$ cat config.mk
export PLATFORM = sky130hd
export DESIGN_NAME = load_store_unit
export DESIGN_NICKNAME = d
export VERILOG_FILES = /design/src/rtl/lsu_pkg.sv /design/src/rtl/lsu_lane_align.sv /design/src/rtl/load_store_unit.sv
export SDC_FILE = /design/constraint.sdc
export NUM_CORES = 1
export LEC_CHECK = 0
export CAP_MARGIN = 25
export CORE_ASPECT_RATIO = 0.75
export CORE_UTILIZATION = 43
export CTS_BUF_LIST = sky130_fd_sc_hd__clkbuf_4
export DETAILED_ROUTE_END_ITERATION = 12
export PLACE_DENSITY = 0.79
export SLEW_MARGIN = 25
export SYNTH_ARGS = -nofsm -noshare
export SYNTH_HDL_FRONTEND = slang
export SYNTH_SLANG_ARGS = --single-unit
$ cat constraint.sdc
create_clock -name clk -period 1.7 [get_ports clk]
set_clock_uncertainty 0.1 [all_clocks]
set_input_delay 0.425 -clock clk [delete_from_list [all_inputs] [get_ports clk]]
set_output_delay 0.425 -clock clk [all_outputs]
set_load 0.05 [all_outputs]
$ cat src/rtl/lsu_pkg.sv
// Shared types and helpers for the load/store unit.
package lsu_pkg;

  // Access size encoding as presented on the request port; 2'b11 is illegal.
  typedef enum logic [1:0] {
    SZ_BYTE = 2'b00,
    SZ_HALF = 2'b01,
    SZ_WORD = 2'b10
  } size_e;

  typedef enum logic [2:0] {
    ST_IDLE,
    ST_LOAD,
    ST_RMW_RD,
    ST_STORE,
    ST_RESP
  } lsu_state_e;

  // True when the low address bits do not suit the access size.
  // The illegal size code is folded in so callers get one error term.
  function automatic logic misaligned(input logic [1:0] offset, input logic [1:0] size);
    case (size)
      SZ_BYTE: misaligned = 1'b0;
      SZ_HALF: misaligned = offset[0];
      SZ_WORD: misaligned = (offset != 2'b00);
      default: misaligned = 1'b1;
    endcase
  endfunction

endpackage

$ cat src/rtl/lsu_lane_align.sv
// Little-endian lane steering: extracts a sign/zero-extended byte or half
// from a memory word, and merges store data into an old word for RMW.
module lsu_lane_align
  import lsu_pkg::*;
(
  input  logic [1:0]  offset_i,
  input  logic [1:0]  size_i,
  input  logic        unsigned_i,
  input  logic [31:0] ext_word_i,
  output logic [31:0] ext_data_o,
  input  logic [31:0] old_word_i,
  input  logic [31:0] wdata_i,
  output logic [31:0] merged_o
);

  logic [7:0]  byte_sel;
  logic [15:0] half_sel;
  logic [4:0]  lane_shift;
  logic [31:0] lane_mask;
  logic [31:0] lane_ins;

  assign lane_shift = {offset_i, 3'b000};

  // Select the addressed byte and half of the fetched word.
  always_comb begin
    // NOTE: every signal written here gets a default first so no latch is inferred.
    byte_sel = ext_word_i[7:0];
    case (offset_i)
      2'd1:    byte_sel = ext_word_i[15:8];
      2'd2:    byte_sel = ext_word_i[23:16];
      2'd3:    byte_sel = ext_word_i[31:24];
      default: byte_sel = ext_word_i[7:0];
    endcase
    half_sel = offset_i[1] ? ext_word_i[31:16] : ext_word_i[15:0];
  end

  // Extend the selected lane to a full word.
  always_comb begin
    ext_data_o = ext_word_i;
    case (size_i)
      SZ_BYTE: ext_data_o = {{24{~unsigned_i & byte_sel[7]}}, byte_sel};
      SZ_HALF: ext_data_o = {{16{~unsigned_i & half_sel[15]}}, half_sel};
      default: ext_data_o = ext_word_i;
    endcase
  end

  // Replace the target lane of the old word with the store data.
  always_comb begin
    lane_mask = 32'hFFFF_FFFF;
    lane_ins  = wdata_i;
    case (size_i)
      SZ_BYTE: begin
        lane_mask = 32'h0000_00FF << lane_shift;
        lane_ins  = {24'h0, wdata_i[7:0]} << lane_shift;
      end
      SZ_HALF: begin
        lane_mask = 32'h0000_FFFF << lane_shift;
        lane_ins  = {16'h0, wdata_i[15:0]} << lane_shift;
      end
      default: begin
        lane_mask = 32'hFFFF_FFFF;
        lane_ins  = wdata_i;
      end
    endcase
    merged_o = (old_word_i & ~lane_mask) | (lane_ins & lane_mask);
  end

endmodule

$ cat src/rtl/load_store_unit.sv
// Load/store unit: turns CPU load/store requests into single-word memory
// cycles, doing read-modify-write for byte and half stores.
module load_store_unit
  import lsu_pkg::*;
#(
  parameter int                AWIDTH    = 32,
  parameter int                DWIDTH    = 32,
  parameter logic [AWIDTH-1:0] BASE_ADDR = 32'h0100_0000
) (
  input  logic              clk,
  input  logic              rst,
  input  logic              req_valid_i,
  output logic              req_ready_o,
  input  logic [AWIDTH-1:0] req_addr_i,
  input  logic [DWIDTH-1:0] req_wdata_i,
  input  logic              req_we_i,
  input  logic [1:0]        req_size_i,
  input  logic              req_unsigned_i,
  output logic              resp_valid_o,
  output logic [DWIDTH-1:0] resp_rdata_o,
  output logic              resp_err_o,
  output logic [AWIDTH-1:0] mem_addr_o,
  output logic [DWIDTH-1:0] mem_data_o,
  output logic              mem_read_en_o,
  output logic              mem_write_en_o,
  input  logic [DWIDTH-1:0] mem_data_i
);

  lsu_state_e        state_q, state_d;
  logic [AWIDTH-1:0] addr_q;
  logic [DWIDTH-1:0] wdata_q;   // store data, becomes the merged word after RMW_RD
  logic              we_q;
  logic [1:0]        size_q;
  logic              uns_q;
  logic              err_q;
  logic [DWIDTH-1:0] rdata_q;

  logic              accept;
  logic              req_err;
  logic [DWIDTH-1:0] ext_data;
  logic [DWIDTH-1:0] merged;

  // Ready is forced low while reset is held; the FSM already sits in IDLE.
  assign req_ready_o = rst & (state_q == ST_IDLE);
  assign accept      = req_valid_i & req_ready_o;
  assign req_err     = misaligned(req_addr_i[1:0], req_size_i) | (req_addr_i < BASE_ADDR);

  lsu_lane_align u_lane_align (
    .offset_i   (addr_q[1:0]),
    .size_i     (size_q),
    .unsigned_i (uns_q),
    .ext_word_i (mem_data_i),
    .ext_data_o (ext_data),
    .old_word_i (mem_data_i),
    .wdata_i    (wdata_q),
    .merged_o   (merged)
  );

  // State register.
  always_ff @(posedge clk or negedge rst) begin
    // NOTE: sequential state uses non-blocking assignments so all flops update together.
    if (!rst) state_q <= ST_IDLE;
    else      state_q <= state_d;
  end

  // Next-state decode.
  always_comb begin
    state_d = state_q;
    case (state_q)
      ST_IDLE: begin
        if (accept) begin
          if (req_err)                  state_d = ST_RESP;
          else if (!req_we_i)           state_d = ST_LOAD;
          else if (req_size_i == SZ_WORD) state_d = ST_STORE;
          else                          state_d = ST_RMW_RD;
        end
      end
      ST_LOAD:   state_d = ST_RESP;
      ST_RMW_RD: state_d = ST_STORE;
      ST_STORE:  state_d = ST_RESP;
      ST_RESP:   state_d = ST_IDLE;
      default:   state_d = ST_IDLE;
    endcase
  end

  // Request latch, load-data capture and RMW merge capture.
  always_ff @(posedge clk or negedge rst) begin
    if (!rst) begin
      addr_q  <= '0;
      wdata_q <= '0;
      we_q    <= 1'b0;
      size_q  <= 2'b00;
      uns_q   <= 1'b0;
      err_q   <= 1'b0;
      rdata_q <= '0;
    end else begin
      case (state_q)
        ST_IDLE: begin
          if (accept) begin
            addr_q  <= req_addr_i;
            wdata_q <= req_wdata_i;
            we_q    <= req_we_i;
            size_q  <= req_size_i;
            uns_q   <= req_unsigned_i;
            err_q   <= req_err;
            rdata_q <= '0;
          end
        end
        ST_LOAD:   rdata_q <= ext_data;
        ST_RMW_RD: wdata_q <= merged;
        default: ;
      endcase
    end
  end

  // Memory strobes and response are decoded from registered state only, so
  // reset drops them asynchronously and no req_* input reaches mem_*.
  assign mem_read_en_o  = (state_q == ST_LOAD) || (state_q == ST_RMW_RD);
  assign mem_write_en_o = (state_q == ST_STORE) && we_q;
  assign mem_addr_o     = {addr_q[AWIDTH-1:2], 2'b00};
  assign mem_data_o     = (state_q == ST_STORE) ? wdata_q : '0;
  assign resp_valid_o   = (state_q == ST_RESP);
  assign resp_err_o     = resp_valid_o & err_q;
  assign resp_rdata_o   = rdata_q;

endmodule

==> flow_summary.yaml <==
finish:
  fin_area_um2: 10900
  drive_gt1_share_pct: 48.7
  syn_to_final_growth_pct: 86.6
  final_nets: 985
  postLayoutCoreUtil_pct: 83.1
  fill_cells: 681
  finalNonFillerCells: 1060
outcome:
  violations: "setup timing"
  status: "finished, violations left"
sta:
  maxSlewHeadroom_pct: 40.4
  period_share_pct: 140
  maxSlewViolCount: 0
  setup_ws_ns: -0.675
  rsz0062_at_grt: "yes"
  setup_viol: 141
  setup_tns_ns: -53.91
  finalHoldViolations: 0
  max_freq_mhz: 421
  tightest_slew_ns: 0.894
  layout_min_cycle_time_ns: 2.38
floorplan:
  rows: 36
  num_io_pins: 204
  initial_core_util_pct: 44.5
  die_area_um2: 14100
  die_h_um: 103
  core_area_um2: 13200
  die_w_um: 137
yosys:
  yosys.area.top_type: "dfrtp_1"
  netlist_area_um2: 5860
  syn_inst: 622
  synth_area_leaders: "dfrtp_1 44%, nand2_1 9.0%, a221oi_1 4.8%"
  yosysWarningCount: 0
  ys_ff_latch: 104
  seq_area_frac_synth_pct: 44.4
  synth_edf_count: 0
  ys.flop_type: "dfrtp_1"
  synth_top_area_share_pct: 44.4
  syn_area_per_cell_um2: 9.42
  synthDistinctLibCells: 47
  synthArstFlopShare_pct: 100
worst_setup_path:
  critPathMaxFanout: 16
  r2r_setup_slack_ns: -0.46
  cp-start-kind: "flop"
  crit_arrival_ns: 1.85
  path_class: "flop to output pin"
  reg2reg_to: "addr_q[4]$_DFFE_PN0P_"
  crit_path_end_kind: "output pin"
  r2r-start: "state_q[2]$_DFFE_PN0P_"
  required_ns: 1.17
  worstRegToRegCells: 12
placement:
  dp_hpwl_um: 16200
  place.gp.congestion: 0.966
  placed_cell_area_um2: 9460
  dp_slack_ns: -0.715
  dp_cells: 999
  io_buffers: 201
clock_tree:
  path_clk_slew_ns: 0.17
  cts_buffer_depth: 2
  cts_tree: "built"
  root_buffer: "clkbuf_4"
  numCtsBuffers: 9
  cts_htree_levels: 3
  clock-sinks: 104
  clock_latency_ns: 0.52
global_routing:
  grt_util_all_layers_pct: 34.5
  grt_overflow_total: 0
  grt_pass1_wl_um: 35800
  grt_pass1_vias: 6309
  grt_max_degree: 69
  antenna_found_initial: 2
routing:
  via_count: 6539
  drt_iter0_drc: 678
  drc: 0
  avgRoutedWirePerCell_um: 24.2
  wl_um: 25600
  routed_via_density: 6.17
  drtPass1Iterations: 6
  ant_nets: 0
power_and_ir_drop:
  ir_worst_vdd_mv: 1.35
  p_leak_nw: 4.89
  powerDensity_nw_per_um2: 1900
hold_path:
  hp-class: "primary input to async pin"
flow_run:
  drv_cap: 0
metrics by stage:
step	total power [mW]	hold WS, ns
after global placement	16.1	0.284
after global routing	21.5	0.131
after floorplan	11.3	0.0294
final	20.8	0.0688
after detailed placement	16.4	0.285
after CTS	19.0	0.0692
cells by family (layout without fill, tap and decap cells):
family	Yosys count	after routing	synth area share, %
simple gates	229	230	18.5
compound gates	160	160	22.4
flops	104	104	44.4
buf+inv	101	364	9.76
mux	26	26	4.64
other cells	1	4	0.0640
xor+xnor	1	1	0.150
synth_stat cells, types with 11 or more instances:
cell / n
nand2_1: 140
dfrtp_1: 104
buf_4: 36
and2_1: 35
a221oi_1: 32
nor2_1: 25
a221o_1: 24
clkbuf_1: 21
inv_1: 18
mux2i_1: 17
a211oi_1: 16
a22o_1: 16
buf_2: 16
o31ai_1: 16
nor2b_1: 11
per-layer routing:
metal	up-vias	part of all wire [%]	GRT usage [%]
met4	0	5.0	15.8
met3	128	10	7.33
li1	2729	-	-
met1	3177	39	46.5
met2	505	46	53.7
met5	-	0	0
area by class of cell:
cell class              count  area [µm²]  share of cell area [%]
diodes                      2        5.00                  0.0458
clock buffers              10        75.1                   0.687
clock inverters             6        43.8                   0.401
inverters                  18        67.6                   0.618
multi-input cells         419        3550                    32.5
flip-flops and latches    104        2620                    23.9
well taps                 171         214                    1.96
repair buffers            330        4350                    39.8
worst max-delay path by stage:
stage,startpoint,end,slack (ns),cells after the start
2_1_floorplan,state_q[0]$_DFFE_PN0P_,state_q[0]$_DFFE_PN0P_,-0.29,6
3_3_place_gp,mem_data_i[23],resp_rdata_o[22]$_DFFE_PN0P_,-0.59,5
3_5_place_dp,mem_data_i[15],resp_rdata_o[27]$_DFFE_PN0P_,-0.72,5
4_1_cts,state_q[0]$_DFFE_PN0P_,mem_data_o[2],-0.63,7
5_1_grt,state_q[2]$_DFFE_PN0P_,req_ready_o,-0.70,5
6_report,state_q[2]$_DFFE_PN0P_,mem_data_o[2],-0.68,6
cell usage in the layout (no fill, tap or decap), types with 9 or more instances in the layout:
cell type	netlist	layout
dfrtp_1	104	94
a221o_1	24	24
a22o_1	16	16
o31ai_1	16	9
nor2_1	25	14
and2_4	0	35
nand2_2	0	34
nor2b_1	11	9
nand2_4	0	12
a221oi_2	1	17
mux2i_1	17	15
clkbuf_4	0	10
nand2_1	140	93
inv_1	18	17
dfrtp_2	0	10
clkdlybuf4s50_1	0	101
buf_12	0	113
buf_4	36	89
buf_6	5	16
critical path: stages, from the launching register on:
cell and delay [ns]:
dfrtp_1 0.46, nand2b_4 0.18, nor2_4 0.14, buf_12 0.14
buf_12 0.14, and2_4 0.16, buf_12 0.13
report_power, final:
group	internal (mW)	switching [mW]	leakage (nW)
Combinational	6.80	7.63	3.51
Sequential	3.61	1.50	1.31
Clock	0.326	0.897	0.0688
Total	10.7	10.0	4.89
timing repair:
| action | CTS | global route |
|---|---|---|
| setup buffers | 17 | 21 |
| cloned | 9 | 2 |
| hold buffers | 1 | 0 |
| resized for setup | 71 | 141 |
| setup endpoints to repair | 131 | 162 |
| endpoints found under the hold margin | 36 | 0 |
| pin swaps | 13 | 41 |
(Power assumes the default switching activity.)
